$ cat src/rtl/adder_seq_if.sv
// Operand/result handshake bundle for adder_seq.
// The master side issues operands and consumes results; the slave side is the adder.
interface adder_seq_if #(
  parameter int WIDTH = 16
);
  logic             in_valid;
  logic             in_ready;
  logic [WIDTH-1:0] in_a;
  logic [WIDTH-1:0] in_b;
  logic             in_sub;
  logic             in_cin;
  logic             out_valid;
  logic             out_ready;
  logic [WIDTH-1:0] out;
  logic             out_cout;
  logic             out_ovf;
  logic [2:0]       out_nzp;

  modport master (
    output in_valid, in_a, in_b, in_sub, in_cin, out_ready,
    input  in_ready, out_valid, out, out_cout, out_ovf, out_nzp
  );

  modport slave (
    input  in_valid, in_a, in_b, in_sub, in_cin, out_ready,
    output in_ready, out_valid, out, out_cout, out_ovf, out_nzp
  );
endinterface

$ cat src/rtl/adder_seq.sv
// Multi-cycle adder/subtractor: CHUNK bits per clock with a registered carry,
// returning sum, carry-out, signed overflow and LC-3 NZP codes.
module adder_seq #(
  parameter int WIDTH = 16,
  parameter int CHUNK = 4
) (
  input  logic        clk,
  input  logic        rst_n,
  adder_seq_if.slave  bus
);
  localparam int NCH = WIDTH / CHUNK;
  localparam int CW  = (NCH > 1) ? $clog2(NCH) : 1;
  localparam logic [WIDTH-1:0] MASK = WIDTH'({CHUNK{1'b1}});

  typedef enum logic [1:0] {IDLE = 2'd0, RUN = 2'd1, DONE = 2'd2} state_t;

  state_t           state_q, state_d;
  logic [WIDTH-1:0] a_q, a_d, b_q, b_d, sum_q, sum_d, out_q, out_d;
  logic             c_q, c_d, cout_q, cout_d, ovf_q, ovf_d;
  logic [2:0]       nzp_q, nzp_d;
  logic [CW-1:0]    cnt_q, cnt_d;

  logic [31:0]      base;
  logic [CHUNK-1:0] a_ch, b_ch, s_ch;
  logic             c_out, c_msb, last;
  logic [WIDTH-1:0] full_sum;

  // Chunk selection by shifting keeps the index width independent of WIDTH.
  always_comb begin
    base             = 32'(cnt_q) * 32'(CHUNK);
    a_ch             = CHUNK'(a_q >> base);
    b_ch             = CHUNK'(b_q >> base);
    {c_out, s_ch}    = {1'b0, a_ch} + {1'b0, b_ch} + (CHUNK+1)'(c_q);
    // Carry into the MSB recovered from the MSB's sum bit and its operands.
    c_msb            = a_ch[CHUNK-1] ^ b_ch[CHUNK-1] ^ s_ch[CHUNK-1];
    last             = (cnt_q == CW'(NCH - 1));
    full_sum         = (sum_q & ~(MASK << base)) | (WIDTH'(s_ch) << base);
  end

  always_comb begin
    state_d = state_q;
    a_d     = a_q;
    b_d     = b_q;
    c_d     = c_q;
    cnt_d   = cnt_q;
    sum_d   = sum_q;
    out_d   = out_q;
    cout_d  = cout_q;
    ovf_d   = ovf_q;
    nzp_d   = nzp_q;
    unique case (state_q)
      IDLE: begin
        if (bus.in_valid) begin
          a_d     = bus.in_a;
          b_d     = bus.in_sub ? ~bus.in_b : bus.in_b;
          c_d     = bus.in_sub | bus.in_cin;
          cnt_d   = '0;
          state_d = RUN;
        end
      end
      RUN: begin
        sum_d = full_sum;
        c_d   = c_out;
        if (last) begin
          state_d = DONE;
          out_d   = full_sum;
          cout_d  = c_out;
          ovf_d   = c_msb ^ c_out;
          nzp_d   = {full_sum[WIDTH-1], full_sum == '0,
                     !full_sum[WIDTH-1] && (full_sum != '0)};
        end else begin
          cnt_d = cnt_q + CW'(1);
        end
      end
      DONE: begin
        if (bus.out_ready) state_d = IDLE;
      end
      default: state_d = IDLE;
    endcase
  end

  always_ff @(posedge clk or negedge rst_n) begin
    if (!rst_n) begin
      state_q <= IDLE;
      a_q     <= '0;
      b_q     <= '0;
      c_q     <= 1'b0;
      cnt_q   <= '0;
      sum_q   <= '0;
      out_q   <= '0;
      cout_q  <= 1'b0;
      ovf_q   <= 1'b0;
      nzp_q   <= '0;
    end else begin
      state_q <= state_d;
      a_q     <= a_d;
      b_q     <= b_d;
      c_q     <= c_d;
      cnt_q   <= cnt_d;
      sum_q   <= sum_d;
      out_q   <= out_d;
      cout_q  <= cout_d;
      ovf_q   <= ovf_d;
      nzp_q   <= nzp_d;
    end
  end

  assign bus.in_ready  = (state_q == IDLE);
  assign bus.out_valid = (state_q == DONE);
  assign bus.out       = out_q;
  assign bus.out_cout  = cout_q;
  assign bus.out_ovf   = ovf_q;
  assign bus.out_nzp   = nzp_q;
endmodule

$ cat src/flat_wrapper.sv
// flat-port wrapper written by rule: the top's interface ports become plain ports
module adder_seq_flat 
#(
  parameter int WIDTH = 16,
  parameter int CHUNK = 4
)
  (clk, rst_n, bus_in_valid, bus_in_a, bus_in_b, bus_in_sub, bus_in_cin, bus_out_ready, bus_in_ready, bus_out_valid, bus_out, bus_out_cout, bus_out_ovf, bus_out_nzp);
  adder_seq_if #(.WIDTH(WIDTH)) bus_i ();
  input  logic clk;
  input  logic rst_n;
  input wire logic [$bits(bus_i.in_valid)-1:0] bus_in_valid;
  input wire logic [$bits(bus_i.in_a)-1:0] bus_in_a;
  input wire logic [$bits(bus_i.in_b)-1:0] bus_in_b;
  input wire logic [$bits(bus_i.in_sub)-1:0] bus_in_sub;
  input wire logic [$bits(bus_i.in_cin)-1:0] bus_in_cin;
  input wire logic [$bits(bus_i.out_ready)-1:0] bus_out_ready;
  output wire logic [$bits(bus_i.in_ready)-1:0] bus_in_ready;
  output wire logic [$bits(bus_i.out_valid)-1:0] bus_out_valid;
  output wire logic [$bits(bus_i.out)-1:0] bus_out;
  output wire logic [$bits(bus_i.out_cout)-1:0] bus_out_cout;
  output wire logic [$bits(bus_i.out_ovf)-1:0] bus_out_ovf;
  output wire logic [$bits(bus_i.out_nzp)-1:0] bus_out_nzp;
  assign bus_i.in_valid = bus_in_valid;
  assign bus_i.in_a = bus_in_a;
  assign bus_i.in_b = bus_in_b;
  assign bus_i.in_sub = bus_in_sub;
  assign bus_i.in_cin = bus_in_cin;
  assign bus_i.out_ready = bus_out_ready;
  assign bus_in_ready = bus_i.in_ready;
  assign bus_out_valid = bus_i.out_valid;
  assign bus_out = bus_i.out;
  assign bus_out_cout = bus_i.out_cout;
  assign bus_out_ovf = bus_i.out_ovf;
  assign bus_out_nzp = bus_i.out_nzp;
  adder_seq #(.WIDTH(WIDTH), .CHUNK(CHUNK)) u_core (.clk(clk), .rst_n(rst_n), .bus(bus_i));
endmodule
$ cat config.mk
export PLATFORM = sky130hd
export DESIGN_NAME = adder_seq_flat
export DESIGN_NICKNAME = d
export VERILOG_FILES = /design/src/rtl/adder_seq_if.sv /design/src/rtl/adder_seq.sv /design/src/flat_wrapper.sv
export SDC_FILE = /design/constraint.sdc
export NUM_CORES = 1
export LEC_CHECK = 0
export BUFFER_PORTS_ARGS = -buffer_cell sky130_fd_sc_hd__buf_2
export CORE_AREA = 4 4 92 94
export CTS_BUF_LIST = sky130_fd_sc_hd__clkbuf_8
export DETAILED_ROUTE_END_ITERATION = 8
export DIE_AREA = 0 0 96 98
export PLACE_DENSITY_LB_ADDON = 0.1
export SKIP_CTS_REPAIR_TIMING = 1
export SLEW_MARGIN = 30
export SYNTH_ARGS = -nofsm -noshare
export SYNTH_HDL_FRONTEND = slang
export SYNTH_SLANG_ARGS = --single-unit
$ cat constraint.sdc
create_clock -name clk -period 3 [get_ports clk]
set_input_delay 0.6 -clock clk [delete_from_list [all_inputs] [get_ports clk]]
set_output_delay 0.6 -clock clk [all_outputs]
set_load 0.005 [all_outputs]
## Word level (Yosys, flattened, before mapping)

Index checks and enable logic that the tools add are counted.

- Flip-flop bits (word level): 74
- Input port bits: 38
- Output and inout port bits: 23
- Word-level logic and storage cells: 53

- Add/sub/neg operators: 3
- Equality and inequality tests: 7
- Shift-type cells: 4
- Mux-type cells: 10
- Bitwise gates (word level): 8
- Reduce and logical (&&, ||, !) cells: 11

Operators with widths:

| kind | count |
|---|---|
| NOT 16 bit | 2 |
| right shift 16 x 4 -> 4 bit | 2 |
| AND 16 bit | 1 |
| logical NOT 16 bit | 1 |
| 2-to-1 mux 16 bit | 1 |
| OR 16 bit | 1 |
| nonzero test 16 bit | 1 |
| << shifter 4 x 4 -> 16 bit | 1 |
| << shifter 4 x 4 -> 16 bit (first input constant) | 1 |
| 2-to-1 mux 2 bit | 5 |
| != test 2 bit (second input constant) | 3 |
| one-hot mux 2 bit (3 select lines) | 1 |
| AND reduction 2 bit | 3 |
| AND reduction 3 bit | 2 |
| adder 4 x 4 -> 5 bit | 1 |
| adder 5 x 1 -> 5 bit | 1 |
| equality test 2 bit (second input constant) | 2 |
| one-hot mux 2 bit (2 select lines) | 1 |
| bitwise XOR 1 bit | 3 |
| adder 2 x 1 -> 2 bit (second input constant) | 1 |
| equality test 2 x 1 -> 1 bit (second input constant) | 1 |
| logical NOT 2 bit | 1 |
| != test 2 x 1 -> 1 bit (second input constant) | 1 |
| one-hot mux 1 bit (2 select lines) | 1 |
| 5 further kinds | 5 |

## Longest topological paths before layout

- Depth after elaboration: 7
- Depth in mapped cells: 11

## Worst setup path before layout

Ideal clock, no wire load.

- Path kind: flip-flop to flip-flop
- Start point: register u_core.cnt_q[0]
- End point: register u_core.nzp_q[1], in the netlist u_core.bus.out_nzp[1]
- Setup time: 0.118 ns
- Arrival: 2.776 ns
- Slack: 0.106 ns
- Cell stages (with the launch flop): 11
- Buffers on the path: 2
- Cell sequence: dfrtp_1 buf_6 buf_2 mux4_2 fa_1 inv_1 fa_1 nor2b_1 o221ai_1 nor4_2 a21o_1

- Word-level cells in the longest chain between the ends: 6
- Elaborated cells between the ends (all ways): 12
- Those cells by class: add/sub (2); eq/ne (1); shift (4); bitwise (3); reduce/logical (2)

RTL lines:

| element | line | RTL |
|---|---|---|
| start, declared | adder_seq.sv:21 | `logic [CW-1:0] cnt_q, cnt_d;` |
| start signal, assigned | adder_seq.sv:99 | `cnt_q <= cnt_d;` |
| right shift 16 x 4 -> 4 bit, on equally long branches | adder_seq.sv:31, adder_seq.sv:32 |  |
| adder 4 x 4 -> 5 bit | adder_seq.sv:33 | `{c_out, s_ch} = {1'b0, a_ch} + {1'b0, b_ch} + (CHUNK+1)'(c_q);` |
| adder 5 x 1 -> 5 bit | adder_seq.sv:33 |  |
| << shifter 4 x 4 -> 16 bit | adder_seq.sv:37 | `full_sum = (sum_q & ~(MASK << base)) \| (WIDTH'(s_ch) << base);` |
| OR 16 bit | adder_seq.sv:37 |  |
| logical NOT 16 bit | adder_seq.sv:69 | `nzp_d = {full_sum[WIDTH-1], full_sum == '0,` |
| end signal, assigned | adder_seq.sv:104 | `nzp_q <= nzp_d;` |
| end, declared | adder_seq.sv:20 | `logic [2:0] nzp_q, nzp_d;` |

Several ways; a longest one is shown, not always the timed one.
A chain may end at the register's enable or synchronous reset.

## Worst setup path in the final report

Same ends and word-level chain as after synthesis.

==> run_results.csv <==
group,metric,value,unit
status,outcome,"finished clean",
logic_synthesis,synth_top_area_share,51.7,%
floorplan,start_util,43.7,%
final_layout,drive_gt1_share,30.6,%
sta,rsz0062_at_grt,"no",
cts,cts_max_path_buffers,2,
final_layout,layoutNonFillerInstCount,468,
route,wl_per_cell,15.3,um
critical_path,critPathLaunchType,"flip-flop",
power_and_ir_drop,power.density,1360,nW/um2
critical_path,critical_path_buf_inv_count,1,
floorplan,row_count,32,
logic_synthesis,postSynthCellCount,304,
power_and_ir_drop,p_leak,1.81,nW
critical_path,arrival,2990,ps
logic_synthesis,synthArstFlopShare,100,%
sta,fin_crit_sh,91.7,%
critical_path,crit_path_cell_trace,"mux4_2 > fa_1 > inv_1 > fa_1 > nor3_1 > a21oi_1 > nand3_1 > nor4_4 > a21o_1",
route,finalWirelength,7160,um
critical_path,cp_common_cell,"fa_1",
critical_path,crit_path_top_delay_cell,"mux4_2",
sta,tightest_slew,749,ps
sta,setup_viol,0,
placement,dp_cells,452,
final_layout,antenna_cells,0,
global_route,grt_pass1_vias,2449,
global_route,grt_pass1_wl,12200,um
sta,setup_tns,0,ps
floorplan,coreArea,7650,um2
route,drt_iter0_markers,85,
placement,post-dp-hpwl,5350,um
sta,finalHoldViolations,0,
logic_synthesis,postSynthAreaPerCell,11.0,um2
route,vias,2337,
logic_synthesis,synth-seq-cells,69,
critical_path,endpoint_kind,"flip-flop",
route,first_pass_iters,4,
logic_synthesis,synth.yosys.seq_area_share,51.7,%
logic_synthesis,synth_warnings,0,
logic_synthesis,ys_top_cells_by_count,"dfrtp_1 (69), nor2_1 (45), a21oi_1 (25)",
final_layout,areaGrowthSynthToFinish,18.8,%
floorplan,dieHeight,98,um
critical_path,cpLargestDelayFamily,"adder cells",
cts,cts_buffers,9,
sta,relSlewSlack,50.1,%
logic_synthesis,yosysUniqueCellTypes,38,
floorplan,ioPinCount,61,
worst_hold_path,hold_path_class,"primary input to async pin",
flow_run,cap_violations,0,
route,viasPerCell,4.99,
cts,root_buffer,"clkbuf_8",
critical_path,critical_path_class,"flip-flop to flip-flop",
cts,cts.sinks,69,
cts,cts_tree,"yes",
floorplan,die_x,96,um
placement,gp_congestion,0.858,
global_route,grt_overflow,0,
cts,path_clk_slew,80,ps
placement,io_buffers,60,
power_and_ir_drop,ir_worst_vdd,0.614,mV
logic_synthesis,synth_most_common_cell,"dfrtp_1",
critical_path,required,3240,ps
route,ant_nets,0,
sta,fmax,364,MHz
sta,min_period,2750,ps
logic_synthesis,synth_edf_count,0,
cts,htree_num_levels,3,
route,drc,0,
cts,clk_latency,340,ps
logic_synthesis,syn_nets,351,
logic_synthesis,yosys.area.top_type,"dfrtp_1",
floorplan,die_area,9410,um2
global_route,grt_antenna_before_repair,0,
logic_synthesis,ys.flop_type,"dfrtp_1",
logic_synthesis,netlist_area,3340,um2
critical_path,cp_max_fo,6,
critical_path,crit_path_max_incr_delay,530,ps
global_route,grt_util_all_layers,17.0,%
sta,final.setup_skew,9.16,ps
global_route,grt_max_degree,39,
final_layout,fin_nets,408,
logic_synthesis,synth_area_leaders,"dfrtp_1 (52%), mux2_2 (5.7%), nor2_1 (5.1%)",
sta,finalMaxSlewViolations,0,
-- flip-flops by register name, indices dropped and copies added, names as in the netlist, 2 cells and up --
signal / cells
u_core.a_q: 16
u_core.b_q: 16
u_core.bus.out: 15
u_core.bus.out_nzp: 3
u_core.cnt_q: 2
u_core.state_q: 2
u_core.sum_q: 12
-- stage by stage --
step	total power [W]	cell area (um2)	utilization, %	hold slack, ps	setup WS, ps
after global routing	0.00589	3970	51.9	363	48.5
final	0.00541	3970	51.9	318	250
after global placement	0.00446	3730	48.8	462	203
after detailed placement	0.00452	3730	48.8	470	113
after CTS	0.00538	3950	51.7	347	94.8
after floorplan	0.00373	3340	-	304	106
-- kinds of logic after synthesis --
| kind of cell | Yosys count | synth area share (%) |
|---|---|---|
| compound gates | 67 | 12.7 |
| fa+ha+maj | 9 | 3.82 |
| flops | 69 | 51.7 |
| buf+inv | 31 | 4.16 |
| simple gates | 82 | 10.8 |
| xor+xnor | 21 | 5.51 |
| mux | 25 | 11.3 |
-- final cells by class --
| class | instances | area [um2] |
|---|---|---|
| multi-input cells | 204 | 1490 |
| repair buffers | 66 | 358 |
| fillers | 718 | 3680 |
| clock buffers | 9 | 124 |
| flip-flops and latches | 69 | 1730 |
| inverters | 11 | 41.3 |
| well taps | 102 | 128 |
| clock inverters | 7 | 98.8 |
-- metal layers --
layer  vias to the layer above  part of all wire [%]  GRT usage [%]
li1                       1162                     -              -
met1                      1115                    45           22.6
met2                        52                    50           26.6
met3                         8                   4.3           5.01
met4                         0                   1.2           5.03
met5                         -                     0              0
-- final timing paths --
path | slack [ps] | depth (start not counted) | end | start
setup / recovery | 250 | 9 | u_core.bus.out_nzp[1]$_DFFE_PN0P_ | u_core.cnt_q[0]$_DFFE_PN0P_
hold / removal | 320 | 1 | u_core.sum_q[6]$_DFFE_PN0P_ | rst_n
setup reg to reg | 250 | 9 | u_core.bus.out_nzp[1]$_DFFE_PN0P_ | u_core.cnt_q[0]$_DFFE_PN0P_
hold reg to reg | 480 | 1 | u_core.bus.out_nzp[1]$_DFFE_PN0P_ | u_core.bus.out_nzp[1]$_DFFE_PN0P_
max in group asynchronous | 2000 | 2 | u_core.cnt_q[0]$_DFFE_PN0P_ | rst_n
min in group clk | 480 | 2 | u_core.a_q[7]$_DFFE_PN0P_ | bus_in_a[7]
-- where the power goes --
group / total (W) / switching [W] / internal, W
logic: 0.00289 / 0.00162 / 0.00127
registers: 0.00167 / 0.000284 / 0.00138
clock network: 0.000845 / 0.000375 / 0.000470
-- placed cells by master, fill, tap and decap left out, types with 2 or more instances in the layout --
master / synthesis / final
clkbuf_8: 0 / 9
mux4_2: 6 / 6
xor2_1: 2 / 2
buf_4: 2 / 5
ha_1: 7 / 7
nor2b_1: 3 / 3
nor3_1: 3 / 3
a21oi_1: 25 / 25
xnor2_1: 19 / 18
bufinv_16: 0 / 2
a221oi_1: 4 / 4
o211ai_1: 2 / 2
dfrtp_1: 69 / 68
clkinvlp_4: 0 / 4
fa_1: 2 / 2
buf_2: 6 / 60
a22oi_1: 2 / 2
a31oi_1: 2 / 2
nand2_1: 21 / 21
mux2_2: 17 / 17
o21ai_0: 14 / 14
nor2_1: 45 / 45
a22o_1: 6 / 6
inv_1: 11 / 11
o31ai_1: 2 / 2
nand2b_1: 3 / 3
nand3_1: 2 / 2
mux4_1: 2 / 2
a21o_1: 5 / 5
Power figures use the tool's default switching activity.
